<file path="config.mk">
export PLATFORM = sky130hd
export DESIGN_NAME = fetch_sequencer_flat
export DESIGN_NICKNAME = d
export VERILOG_FILES = /design/src/rtl/fetch_sequencer_pkg.sv /design/src/rtl/fetch_sequencer_if.sv /design/src/rtl/fetch_sequencer_mem_port_mux.sv /design/src/rtl/fetch_sequencer.sv /design/src/flat_wrapper.sv
export SDC_FILE = /design/constraint.sdc
export NUM_CORES = 1
export LEC_CHECK = 0
export BUFFER_PORTS_ARGS = -buffer_cell sky130_fd_sc_hd__clkbuf_2
export CAP_MARGIN = 15
export CELL_PAD_IN_SITES_DETAIL_PLACEMENT = 1
export CELL_PAD_IN_SITES_GLOBAL_PLACEMENT = 2
export CORE_ASPECT_RATIO = 1.25
export CORE_MARGIN = 2
export CORE_UTILIZATION = 23
export CTS_BUF_LIST = sky130_fd_sc_hd__clkbuf_4 sky130_fd_sc_hd__clkbuf_8
export CTS_CLUSTER_DIAMETER = 200
export CTS_CLUSTER_SIZE = 8
export DETAILED_ROUTE_END_ITERATION = 12
export GPL_ROUTABILITY_DRIVEN = 0
export GPL_TIMING_DRIVEN = 0
export PLACE_DENSITY = 0.9
export SLEW_MARGIN = 15
export SYNTH_ARGS = -nofsm -noshare
export SYNTH_HDL_FRONTEND = slang
export SYNTH_SLANG_ARGS = --single-unit
</file>
<file path="constraint.sdc">
create_clock -name clk -period 2.4 [get_ports clk]
set_input_delay 0.24 -clock clk [delete_from_list [all_inputs] [get_ports clk]]
set_output_delay 0.24 -clock clk [all_outputs]
set_load 0.02 [all_outputs]
</file>
<file path="src/rtl/fetch_sequencer_pkg.sv">
// Shared definitions for the fetch/execute sequencer: word width, FSM state
// encodings and the memory-port source selection used by the port mux.
package fetch_sequencer_pkg;

  localparam int WORD_SIZE = 16;

  typedef enum logic [1:0] {
    FS_FETCH  = 2'd0,
    FS_EXEC   = 2'd1,
    FS_HALTED = 2'd2
  } fs_state_t;

  // Which agent owns the shared memory port in the current cycle.
  typedef enum logic [1:0] {
    PORT_IDLE       = 2'd0,
    PORT_FETCH      = 2'd1,
    PORT_DATA_READ  = 2'd2,
    PORT_DATA_WRITE = 2'd3
  } port_sel_t;

  // Data-phase arbitration: a store beats a load when data_path raises both,
  // so a conflicting read is never placed on the bus.
  function automatic port_sel_t data_phase_sel(input logic dp_rd, input logic dp_wr);
    port_sel_t sel;
    if (dp_wr) begin
      sel = PORT_DATA_WRITE;
    end else if (dp_rd) begin
      sel = PORT_DATA_READ;
    end else begin
      sel = PORT_IDLE;
    end
    return sel;
  endfunction

endpackage

</file>
<file path="src/rtl/fetch_sequencer_if.sv">
// Bundle of the memory-bus and data_path-facing signals of the sequencer.
// master = the sequencer itself, slave = memory bus plus data_path.
interface fetch_sequencer_if #(
  parameter int WORD_SIZE = fetch_sequencer_pkg::WORD_SIZE
);

  // shared memory port
  logic                 readM;
  logic                 writeM;
  logic [WORD_SIZE-1:0] address;
  logic [WORD_SIZE-1:0] outputData;
  logic [WORD_SIZE-1:0] inputData;
  logic                 inputReady;
  logic                 ackOutput;

  // data_path data-phase requests and forwarded completions
  logic                 dp_readM;
  logic                 dp_writeM;
  logic [WORD_SIZE-1:0] dp_address;
  logic [WORD_SIZE-1:0] dp_outputData;
  logic                 dp_inputReady;
  logic                 dp_ackOutput;

  // instruction / PC exchange with data_path
  logic [WORD_SIZE-1:0] instruction;
  logic [WORD_SIZE-1:0] PC;
  logic [WORD_SIZE-1:0] nextPC;
  logic                 halt;
  logic                 commit;
  logic [WORD_SIZE-1:0] num_inst;

  modport master (
    output readM, writeM, address, outputData,
    input  inputData, inputReady, ackOutput,
    input  dp_readM, dp_writeM, dp_address, dp_outputData,
    output dp_inputReady, dp_ackOutput,
    output instruction, PC, commit, num_inst,
    input  nextPC, halt
  );

  modport slave (
    input  readM, writeM, address, outputData,
    output inputData, inputReady, ackOutput,
    output dp_readM, dp_writeM, dp_address, dp_outputData,
    input  dp_inputReady, dp_ackOutput,
    input  instruction, PC, commit, num_inst,
    output nextPC, halt
  );

endinterface

</file>
<file path="src/rtl/fetch_sequencer_mem_port_mux.sv">
// Combinational steering of the single memory port between the instruction
// fetch and the data_path load/store of the executing instruction.
module mem_port_mux #(
  parameter int WORD_SIZE = fetch_sequencer_pkg::WORD_SIZE
) (
  input  fetch_sequencer_pkg::port_sel_t sel,
  input  logic [WORD_SIZE-1:0]           pc,
  input  logic [WORD_SIZE-1:0]           dp_address,
  input  logic [WORD_SIZE-1:0]           dp_output_data,
  output logic                           read_req,
  output logic                           write_req,
  output logic [WORD_SIZE-1:0]           address,
  output logic [WORD_SIZE-1:0]           output_data
);
  import fetch_sequencer_pkg::*;

  // Idle parks the address on PC with zero write data so the bus is quiet
  // during reset and HALTED.
  always_comb begin
    read_req    = 1'b0;
    write_req   = 1'b0;
    address     = pc;
    output_data = '0;
    case (sel)
      PORT_FETCH: begin
        read_req = 1'b1;
        address  = pc;
      end
      PORT_DATA_READ: begin
        read_req = 1'b1;
        address  = dp_address;
      end
      PORT_DATA_WRITE: begin
        write_req   = 1'b1;
        address     = dp_address;
        output_data = dp_output_data;
      end
      default: ;
    endcase
  end

endmodule

</file>
<file path="src/rtl/fetch_sequencer.sv">
// Multi-cycle fetch/execute sequencer. Owns PC, fetches each instruction over
// the shared memory port, holds it while data_path executes, forwards the
// data-phase access and emits a one-cycle commit strobe on retirement.
//
// state     | meaning
// ----------+-----------------------------------------------------------
// FS_FETCH  | read at PC outstanding; inputReady latches the instruction
// FS_EXEC   | instruction/PC held; data_path load/store (if any) on port
// FS_HALTED | HLT retired; port quiet, PC frozen until reset
//
// reset_n is active-high despite its name: 1 holds the block in reset.
module fetch_sequencer #(
  parameter int                   WORD_SIZE = fetch_sequencer_pkg::WORD_SIZE,
  parameter logic [WORD_SIZE-1:0] RESET_PC  = '0
) (
  input logic                clk,
  input logic                reset_n,
  fetch_sequencer_if.master  bus
);
  import fetch_sequencer_pkg::*;

  fs_state_t            state;
  fs_state_t            state_nxt;
  port_sel_t            port_sel;
  logic                 exec_done;
  logic                 commit_c;
  logic                 load_instr;
  logic                 dp_ready_c;
  logic                 dp_ack_c;
  logic [WORD_SIZE-1:0] pc_q;
  logic [WORD_SIZE-1:0] instr_q;
  logic [WORD_SIZE-1:0] num_inst_q;
  logic                 mux_read;
  logic                 mux_write;
  logic [WORD_SIZE-1:0] mux_address;
  logic [WORD_SIZE-1:0] mux_output_data;

  // Completion of the execute stage: store waits for ack, load for data,
  // an instruction without a data access finishes immediately.
  always_comb begin
    case (data_phase_sel(bus.dp_readM, bus.dp_writeM))
      PORT_DATA_WRITE: exec_done = bus.ackOutput;
      PORT_DATA_READ:  exec_done = bus.inputReady;
      default:         exec_done = 1'b1;
    endcase
  end

  // State register; reset always restarts with a fetch at RESET_PC.
  always_ff @(posedge clk or posedge reset_n) begin
    if (reset_n) begin
      state <= FS_FETCH;
    end else begin
      state <= state_nxt;
    end
  end

  // Next-state decision.
  always_comb begin
    state_nxt = state;
    case (state)
      FS_FETCH: begin
        if (bus.inputReady) begin
          state_nxt = FS_EXEC;
        end
      end
      FS_EXEC: begin
        if (exec_done) begin
          state_nxt = bus.halt ? FS_HALTED : FS_FETCH;
        end
      end
      FS_HALTED: state_nxt = FS_HALTED;
      default:   state_nxt = FS_FETCH;
    endcase
  end

  // Per-state outputs; everything is forced quiet while reset is asserted so
  // an access aborted by reset drops its request in the same cycle.
  always_comb begin
    port_sel   = PORT_IDLE;
    commit_c   = 1'b0;
    load_instr = 1'b0;
    dp_ready_c = 1'b0;
    dp_ack_c   = 1'b0;
    if (!reset_n) begin
      case (state)
        FS_FETCH: begin
          port_sel   = PORT_FETCH;
          load_instr = bus.inputReady;
        end
        FS_EXEC: begin
          port_sel   = data_phase_sel(bus.dp_readM, bus.dp_writeM);
          commit_c   = exec_done;
          dp_ready_c = bus.inputReady;
          dp_ack_c   = bus.ackOutput;
        end
        default: ;
      endcase
    end
  end

  // Architectural registers: instruction latch, PC and retire counter.
  // nextPC is taken verbatim; num_inst wraps naturally at the word width.
  always_ff @(posedge clk or posedge reset_n) begin
    if (reset_n) begin
      pc_q       <= RESET_PC;
      instr_q    <= '0;
      num_inst_q <= '0;
    end else begin
      if (load_instr) begin
        instr_q <= bus.inputData;
      end
      if (commit_c) begin
        pc_q       <= bus.nextPC;
        num_inst_q <= num_inst_q + WORD_SIZE'(1);
      end
    end
  end

  mem_port_mux #(
    .WORD_SIZE (WORD_SIZE)
  ) u_mem_port_mux (
    .sel            (port_sel),
    .pc             (pc_q),
    .dp_address     (bus.dp_address),
    .dp_output_data (bus.dp_outputData),
    .read_req       (mux_read),
    .write_req      (mux_write),
    .address        (mux_address),
    .output_data    (mux_output_data)
  );

  assign bus.readM         = mux_read;
  assign bus.writeM        = mux_write;
  assign bus.address       = mux_address;
  assign bus.outputData    = mux_output_data;
  assign bus.dp_inputReady = dp_ready_c;
  assign bus.dp_ackOutput  = dp_ack_c;
  assign bus.instruction   = instr_q;
  assign bus.PC            = pc_q;
  assign bus.commit        = commit_c;
  assign bus.num_inst      = num_inst_q;

endmodule
</file>
<file path="src/flat_wrapper.sv">
// flat-port wrapper written by rule: the top's interface ports become plain ports
module fetch_sequencer_flat import fetch_sequencer_pkg::*;
#(
  parameter int                   WORD_SIZE = fetch_sequencer_pkg::WORD_SIZE,
  parameter logic [WORD_SIZE-1:0] RESET_PC  = '0
)
  (clk, reset_n, bus_readM, bus_writeM, bus_address, bus_outputData, bus_inputData, bus_inputReady, bus_ackOutput, bus_dp_readM, bus_dp_writeM, bus_dp_address, bus_dp_outputData, bus_dp_inputReady, bus_dp_ackOutput, bus_instruction, bus_PC, bus_commit, bus_num_inst, bus_nextPC, bus_halt);
  fetch_sequencer_if #(.WORD_SIZE(WORD_SIZE)) bus_i ();
  input logic clk;
  input logic reset_n;
  output wire logic [$bits(bus_i.readM)-1:0] bus_readM;
  output wire logic [$bits(bus_i.writeM)-1:0] bus_writeM;
  output wire logic [$bits(bus_i.address)-1:0] bus_address;
  output wire logic [$bits(bus_i.outputData)-1:0] bus_outputData;
  input wire logic [$bits(bus_i.inputData)-1:0] bus_inputData;
  input wire logic [$bits(bus_i.inputReady)-1:0] bus_inputReady;
  input wire logic [$bits(bus_i.ackOutput)-1:0] bus_ackOutput;
  input wire logic [$bits(bus_i.dp_readM)-1:0] bus_dp_readM;
  input wire logic [$bits(bus_i.dp_writeM)-1:0] bus_dp_writeM;
  input wire logic [$bits(bus_i.dp_address)-1:0] bus_dp_address;
  input wire logic [$bits(bus_i.dp_outputData)-1:0] bus_dp_outputData;
  output wire logic [$bits(bus_i.dp_inputReady)-1:0] bus_dp_inputReady;
  output wire logic [$bits(bus_i.dp_ackOutput)-1:0] bus_dp_ackOutput;
  output wire logic [$bits(bus_i.instruction)-1:0] bus_instruction;
  output wire logic [$bits(bus_i.PC)-1:0] bus_PC;
  output wire logic [$bits(bus_i.commit)-1:0] bus_commit;
  output wire logic [$bits(bus_i.num_inst)-1:0] bus_num_inst;
  input wire logic [$bits(bus_i.nextPC)-1:0] bus_nextPC;
  input wire logic [$bits(bus_i.halt)-1:0] bus_halt;
  assign bus_readM = bus_i.readM;
  assign bus_writeM = bus_i.writeM;
  assign bus_address = bus_i.address;
  assign bus_outputData = bus_i.outputData;
  assign bus_i.inputData = bus_inputData;
  assign bus_i.inputReady = bus_inputReady;
  assign bus_i.ackOutput = bus_ackOutput;
  assign bus_i.dp_readM = bus_dp_readM;
  assign bus_i.dp_writeM = bus_dp_writeM;
  assign bus_i.dp_address = bus_dp_address;
  assign bus_i.dp_outputData = bus_dp_outputData;
  assign bus_dp_inputReady = bus_i.dp_inputReady;
  assign bus_dp_ackOutput = bus_i.dp_ackOutput;
  assign bus_instruction = bus_i.instruction;
  assign bus_PC = bus_i.PC;
  assign bus_commit = bus_i.commit;
  assign bus_num_inst = bus_i.num_inst;
  assign bus_i.nextPC = bus_nextPC;
  assign bus_i.halt = bus_halt;
  fetch_sequencer #(.WORD_SIZE(WORD_SIZE), .RESET_PC(RESET_PC)) u_core (.clk(clk), .reset_n(reset_n), .bus(bus_i));
endmodule
</file>
# Yosys cells after proc, flatten, opt, wreduce, memory -nomap -nowiden
# Cells that the tools add are included.
[op_classes]
multipliers = 0
addsub = 1
n_eq_ne = 9
bitwise = 0
n_shift = 0
order_cmp = 0
div_mod_pow = 0
mux = 21
reduce_logical = 4
[ops]
columns = ["cell", "count"]
rows = [
  ["2-to-1 mux 16 bit", 2],
  ["adder 16 x 1 -> 16 bit, second input constant", 1],
  ["2-to-1 mux 2 bit", 6],
  ["== test 2 bit, second input constant", 5],
  ["2-to-1 mux 1 bit", 10],
  ["one-hot mux 2 bit (3 select lines)", 1],
  ["== test 2 x 1 -> 1 bit, second input constant", 2],
  ["one-hot mux 2 bit (2 select lines)", 1],
  ["OR reduction 2 bit", 2],
  ["logical NOT 2 bit", 1],
  ["inequality test 2 x 1 -> 1 bit, second input constant", 1],
  ["inequality test 2 bit, second input constant", 1],
  ["one-hot mux 1 bit (2 select lines)", 1],
  ["AND reduction 2 bit", 1],
]
[word_totals]
latch_bits = 0
wordCells = 39
rom_bits = 0
n_memories = 0
inputBits = 71
regBits = 50
out_inout_bits = 85
ram_bits = 0

# Longest topological paths before layout
# Gate-level depths: netlist of the first run.
[logic_depth]
depth_word = 7
mapped_depth = 7
ltp_nobuf = 6

# By module
# From an unflattened synthesis of the first run, not the netlist that was laid out.
[hier_totals]
hier_cells = 184
area_unflattened_um2 = 2464.9
[by_module_without_submodules]
columns = ["mod", "area_per_inst_um2", "n_inst", "seq_area_each_um2", "cells_each"]
rows = [
  ["fetch_sequencer", 2080.7, 1, 1251.2, 145],
  ["mem_port_mux", 384.1, 1, 0.0, 39],
]

# Worst setup path after synthesis of the first run
# OpenSTA, ideal clock, no wires.
[synth_timing]
path_kind = "register to output"
start = "register u_core.state[0]"
end = "output bus_address[10]"
path_slack_ns = -0.084
stages_incl_launch_ff = 7
t_arrival_ns = 2.244
n_path_buf = 1
t_required_ns = 2.160
path_cell_list = "dfrtp_1 -> or3b_4 -> nor2_1 -> ha_1 -> nor2_1 -> clkbuf_1 -> mux2_2"
[synth_between]
elab_chain_cells = 6
word_cells_on_any_way = 8
classes_between = "eq/ne (3); mux (3); reduce/logical (2)"
[synth_lines]
columns = ["element", "line_no", "source"]
rows = [
  ["start: declaration", "fetch_sequencer.sv:22", "fs_state_t state;"],
  ["start signal: assignment", "fetch_sequencer.sv:53", "state <= state_nxt;"],
  ["== test 2 x 1 -> 1 bit or logical NOT 2 bit (tied branches)", "fetch_sequencer.sv:85", "case (state)"],
  ["one-hot mux 2 bit (2 select lines) (*)", "fetch_sequencer.sv:85", ""],
  ["2-to-1 mux 2 bit (*)", "fetch_sequencer.sv:84", "if (!reset_n) begin"],
  ["== test 2 bit", "fetch_sequencer_mem_port_mux.sv:24", "case (sel)"],
  ["OR reduction 2 bit (no source line) (*)", "n/a", ""],
  ["2-to-1 mux 16 bit (*)", "fetch_sequencer_mem_port_mux.sv:24", ""],
  ["end: declaration", "flat_wrapper.sv:13", "output wire logic [$bits(bus_i.address)-1:0] bus_address;"],
]
# Mark *: on every way between the ends. The rest lies on a longest branch, timed or not.

# Final worst setup path of the first run
[layout_timing]
start = "register u_core.state[1]"
end = "output bus_address[0]"
# Same word-level chain as after synthesis.

==> flow_summary_export.csv, run 1 <==
group,metric,value,unit
finish,drive_gt1_share,66.9,%
routing,wirelength,7360,µm
clock_tree,cts_tree,"built",
synth,ys_warn_count,0,
routing,routedWlPerCell,15.0,µm
finish,most-common-layout-cells,"clkbuf_2, dfrtp_1, mux2_2",
run,maxCapViolCount,0,
place,port_buffers,155,
global_route,antenna_found_initial,0,
place,place_ws,-587,ps
worst_setup_path,worstPathArrival,2140,ps
synth,syn-num-nets,261,
clock_tree,clk_pin_slew,100,ps
sta,setup-violations-final,0,
clock_tree,clockBufferDepth,2,
finish,final_nets,433,
floorplanning,coreArea,10100,µm²
synth,ys_ff_latch,50,
floorplanning,start_util,23.7,%
sta,maxSlewHeadroom,62.0,%
power_and_ir_drop,peakVddDrop,0.660,mV
clock_tree,cts.sinks,50,
floorplanning,die-area,11200,µm²
routing,ant_nets,0,
routing,drc_errors,0,
sta,fmax,0.421,GHz
synth,synth-compound-area-share,0.836,%
worst_setup_path,worst_path_max_delay_cell,"dfrtp_1",
floorplanning,num_rows,41,
worst_setup_path,cp-start-kind,"register",
worst_setup_path,r2r_slack,380,ps
power_and_ir_drop,p_total,4.25,mW
global_route,grt_max_degree,32,
synth,syn_avg_cell_area,12.8,µm²
global_route,grt_first_pass_wirelength,11800,µm
worst_hold_path,min_path_type,"input pin to register",
synth,synth_xor_area_share,5.49,%
finish,fin_area,3650,µm²
clock_tree,root_buffer,"clkbuf_8",
sta,min_period,2380,ps
sta,period_share,99.0,%
routing,vias,2152,
worst_setup_path,cp_max_fo,6,
sta,fin_worst_hold_slack,148,ps
floorplanning,ioPinCount,156,
power_and_ir_drop,p_leak,1.84,nW
clock_tree,htreeDepth,2,
global_route,grt-ovfl-total,0,
routing,viasPerCell,4.40,
synth,ys_seq_area_share,52.2,%
sta,fin_ws,23.5,ps
global_route,grt_pass1_vias,2339,
sta,finalHoldViolCount,0,
routing,drtIter0Drc,43,
sta,skew,9.24,ps
clock_tree,clock_latency,320,ps
sta,slew_viol_final,0,
global_route,track_usage,13.4,%
finish,area_growth,52.6,%
place,dp_hpwl,5790,µm
synth,synthCells,187,
synth,netlist_area,2390,µm²
power_and_ir_drop,powerDensity,1160,nW/µm²
sta,worst_pin_slew,566,ps
synth,synth_top_family_by_area,"multiplexers",
synth,muxShareOfSynthArea,23.0,%
synth,synth_cell_type_count,28,
floorplanning,die_w,95.3,µm
sta,rsz0062_at_grt,"true",
worst_setup_path,crit_path_cell_trace,"or3b_4, nor2_4, ha_4, nor2_4, buf_6, mux2_4, buf_6",
floorplanning,die_h,118,µm
place,postPlaceCellArea,3350,µm²
worst_setup_path,end_kind,"primary output",
worst_setup_path,critPathMaxStageDelay,440,ps
routing,firstDrtPassIters,4,
synth,synthSimpleGateAreaFrac,14.6,%
synth,synth-adder-area-share,1.57,%
finish,final_common_cell,"clkbuf_2",
worst_setup_path,crit_required,2160,ps
worst_setup_path,worstSetupPathType,"register to primary output",
clock_tree,cts_buffers,5,
run_status,status,"finished, final reports clean",
finish,antenna_cells,0,
-- Yosys cell counts --
| cell | instances | area share, % |
|---|---|---|
| and2_1 | 17 | 4.4 |
| dfrtp_1 | 50 | 52 |
| nand3_1 | 7 | 1.5 |
| nor2_1 | 7 | 1.1 |
| nand4_1 | 7 | 1.8 |
| mux2_1 | 2 | 0.94 |
| buf_1 | 1 | 0.16 |
| o21ai_0 | 1 | 0.21 |
| mux2_2 | 47 | 22 |
| or3b_4 | 1 | 0.47 |
| nor4_4 | 1 | 0.89 |
| nor3_4 | 1 | 0.68 |
| clkbuf_1 | 4 | 0.63 |
| and3_2 | 4 | 1.3 |
| and3_1 | 1 | 0.26 |
| buf_2 | 1 | 0.21 |
| nor3_1 | 1 | 0.21 |
| nor3b_2 | 1 | 0.52 |
| ha_1 | 3 | 1.6 |
| xnor2_1 | 14 | 5.1 |
| and2_2 | 1 | 0.31 |
| a211oi_1 | 1 | 0.31 |
| nand2_1 | 5 | 0.78 |
| xor2_1 | 1 | 0.37 |
| o21a_1 | 1 | 0.31 |
| buf_4 | 2 | 0.63 |
| inv_1 | 4 | 0.63 |
| and2b_2 | 1 | 0.37 |
-- metrics by stage --
stage / utilization (%) / setup TNS, ps / instances
4_1_cts: 35.5 / 0 / 487
6_report: 36.2 / 0 / 489
5_1_grt: 36.2 / -313 / 489
3_5_place_dp: 33.2 / -5740 / 472
2_1_floorplan: - / 0 / 187
3_3_place_gp: 33.0 / -4760 / 471
-- final cells by class --
| type | count | area (µm²) |
|---|---|---|
| fillers | 1174 | 6450 |
| flip-flops and latches | 50 | 1250 |
| multi-input cells | 125 | 1140 |
| repair buffers | 165 | 910 |
| well taps | 129 | 161 |
| clock buffers | 5 | 68.8 |
| plain buffers | 8 | 53.8 |
| clock inverters | 3 | 48.8 |
| inverters | 4 | 15.0 |
-- final timing paths --
check / endpoint / startpoint / cells past startpoint
max: bus_address[0] / u_core.state[1] / 7
min: u_core.bus.instruction[15] / bus_inputData[15] / 2
max reg2reg: u_core.bus.PC[4] / u_core.state[1] / 5
min reg2reg: u_core.bus.num_inst[11] / u_core.bus.num_inst[11] / 1
max in group asynchronous: u_core.bus.num_inst[8] / reset_n / 4
min in group asynchronous: u_core.bus.instruction[7] / reset_n / 3
-- report_power, final --
group / internal, mW / switching, mW / total (mW)
Sequential: 1.17 / 0.234 / 1.40
Combinational: 0.992 / 1.23 / 2.22
Clock: 0.318 / 0.314 / 0.632
Total: 2.48 / 1.78 / 4.25
-- registers in the layout, indices dropped and copies added, names as in the netlist --
name	flops
u_core.bus.instruction	16
u_core.bus.PC	16
u_core.bus.num_inst	16
u_core.state	2
-- layer usage --
layer | track usage (%) | part of all wire (%) | up-vias
li1 | - | - | 988
met1 | 14.8 | 37 | 1087
met2 | 24.9 | 57 | 64
met3 | 1.79 | 4.0 | 13
met4 | 5.34 | 2.4 | 0
met5 | 0 | 0 | -
-- timing repair --
item                       in CTS  in global routing
setup endpoints to repair      26                 26
hold buffers                    1                  0
pin swaps                       5                  0
resized for setup              14                 33
hold endpoints to repair       19                  0
setup buffers                   6                  2
-- cells by family (layout without fill, tap and decap cells) --
kind of cell             count (synthesis)  in the layout
multiplexers                            49             49
flip-flops                              50             50
XOR/XNOR                                15             15
buffers and inverters                   12            185
AND/OR/NAND/NOR                         55             55
AO/OA/AOI/OAI                            3              3
adder cells (fa/ha/maj)                  3              3
-- critical path, delay by kind of cell, from the launching register on --
family / cells / cell delay (ps)
simple gates: 3 / 610
flops: 1 / 440
mux: 1 / 320
buf+inv: 2 / 280
fa+ha+maj: 1 / 170
No activity file was read; power rests on OpenSTA's default activity.
==> run 2, diff against run 1 <==
==> constraint.sdc (replaced) <==
create_clock -name clk -period 2 [get_ports clk]
set_input_delay 0.2 -clock clk [delete_from_list [all_inputs] [get_ports clk]]
set_output_delay 0.2 -clock clk [all_outputs]
set_load 0.02 [all_outputs]
==> flow_summary_export.csv, run 2 (synthesis results as in run 1) <==
group,metric,value,unit
clock_tree,htreeDepth,2,
global_route,grt_first_pass_wirelength,13000,µm
routing,drc_errors,0,
finish,num-fill-cells,1138,
routing,vias,2190,
finish,fin_area,4140,µm²
sta,maxSlewHeadroom,66.4,%
global_route,grt_max_degree,30,
clock_tree,clock_latency,300,ps
power_and_ir_drop,peakVddDrop,0.609,mV
worst_hold_path,min_path_type,"input pin to register",
sta,setup-violations-final,33,
routing,routedWlPerCell,17.2,µm
floorplanning,ioPinCount,156,
worst_setup_path,worstPathArrival,2160,ps
sta,fmax,0.424,GHz
routing,wl_met3,559,µm
run_status,status,"finished, violations left",
sta,fin_ws,-358,ps
place,dp_hpwl,6030,µm
worst_setup_path,crit_buf_inv,2,
worst_setup_path,worst_path_max_delay_cell,"dfrtp_1",
finish,multi_input_area,1230,µm²
worst_setup_path,critPathMaxStageDelay,430,ps
floorplanning,coreArea,10100,µm²
global_route,antenna_found_initial,0,
worst_setup_path,cp-start-kind,"register",
sta,rsz0062_at_grt,"true",
worst_setup_path,cp_max_fo,5,
finish,antenna_cells,0,
finish,drive_gt1_share,72.7,%
power_and_ir_drop,powerDensity,1350,nW/µm²
floorplanning,start_util,23.7,%
sta,worst_pin_slew,503,ps
routing,wl_met1,2890,µm
routing,ant_nets,0,
routing,wirelength,8590,µm
global_route,grt_pass1_vias,2490,
finish,final-seq-area,1250,µm²
sta,final.setup.tns,-9370,ps
clock_tree,root_buffer,"clkbuf_8",
worst_setup_path,crit_required,1800,ps
floorplanning,die-area,11200,µm²
clock_tree,cts_tree,"built",
finish,most-common-layout-cells,"clkbuf_2, dfrtp_1, mux2_2",
routing,viasPerCell,4.39,
sta,skew,3.52,ps
floorplanning,num_rows,41,
power_and_ir_drop,p_leak,2.08,nW
worst_setup_path,worstSetupPathType,"register to primary output",
routing,dr.max_layer_used,"met4",
clock_tree,cts_buffers,5,
sta,period_share,118,%
worst_setup_path,crit_path_cell_trace,"or3b_4, nor2_4, ha_4, nor2_4, clkbuf_8, mux2_4, clkbuf_8",
global_route,track_usage,15.1,%
sta,slew_viol_final,0,
finish,final_common_cell,"clkbuf_2",
routing,wl_met2,4930,µm
clock_tree,cts.sinks,50,
worst_setup_path,cp_top_family,"simple AND/OR/NAND/NOR gates",
sta,min_period,2360,ps
global_route,grt-ovfl-total,0,
run_status,violations,"negative setup slack",
clock_tree,clockBufferDepth,2,
floorplanning,die_h,118,µm
worst_setup_path,end_kind,"primary output",
finish,final_nets,444,
floorplanning,die_w,95.3,µm
run,maxCapViolCount,0,
routing,firstDrtPassIters,4,
place,port_buffers,155,
place,postPlaceCellArea,3380,µm²
clock_tree,clk_pin_slew,90,ps
sta,finalHoldViolCount,0,
routing,drtIter0Drc,71,
finish,area_growth,73.0,%
## run 2: worst paths after layout
kind                       slack, ps               startpoint                        end  depth (start not counted)
max                             -360          u_core.state[1]             bus_address[7]                          7
min reg2reg                      480  u_core.bus.num_inst[15]    u_core.bus.num_inst[15]                          1
min                              120            bus_nextPC[1]           u_core.bus.PC[1]                          2
max reg2reg                       70          u_core.state[1]           u_core.bus.PC[7]                          6
min in group asynchronous        530                  reset_n          u_core.bus.PC[15]                          3
max in group asynchronous        940                  reset_n  u_core.bus.instruction[5]                          4
## run 2: what timing repair did
| action | 4_1_cts | 5_1_grt |
|---|---|---|
| gates resized for setup | 113 | 39 |
| pin swaps | 6 | 4 |
| endpoints found under the setup margin | 43 | 69 |
| setup buffers | 11 | 7 |
| gates cloned | 2 | 1 |
| endpoints found under the hold margin | 21 | 0 |
| hold buffers | 1 | 0 |
## run 2: layout make-up
cell class | count | share of cell area, %
Tap cell | 129 | 3.89
Timing Repair Buffer | 177 | 32.1
Sequential cell | 50 | 30.2
Inverter | 4 | 0.362
Multi-Input combinational cell | 125 | 29.8
Buffer | 7 | 1.66
Clock buffer | 7 | 2.02
## run 2: metal layers
layer,track usage (%),up-vias
met5,0,-
li1,-,1006
met3,2.56,14
met2,29.9,94
met1,14.8,1076
met4,6.07,0
## run 2: per-stage QoR
step / hold WS [ps] / util (%) / std cells / total power [mW] / setup WS [ps]
floorplan: 335 / - / 187 / 3.28 / 10.5
global placement: 417 / 33.3 / 471 / 4.08 / -324
detailed placement: 277 / 33.5 / 472 / 4.18 / -406
CTS: 102 / 39.8 / 493 / 5.41 / -317
global route: 111 / 41.0 / 499 / 5.92 / -435
finish: 119 / 41.0 / 499 / 5.58 / -358
## run 2: power breakdown
part,internal [mW],switching (mW)
sequential,1.40,0.302
combinational,1.68,1.60
clock,0.269,0.324
total,3.35,2.23
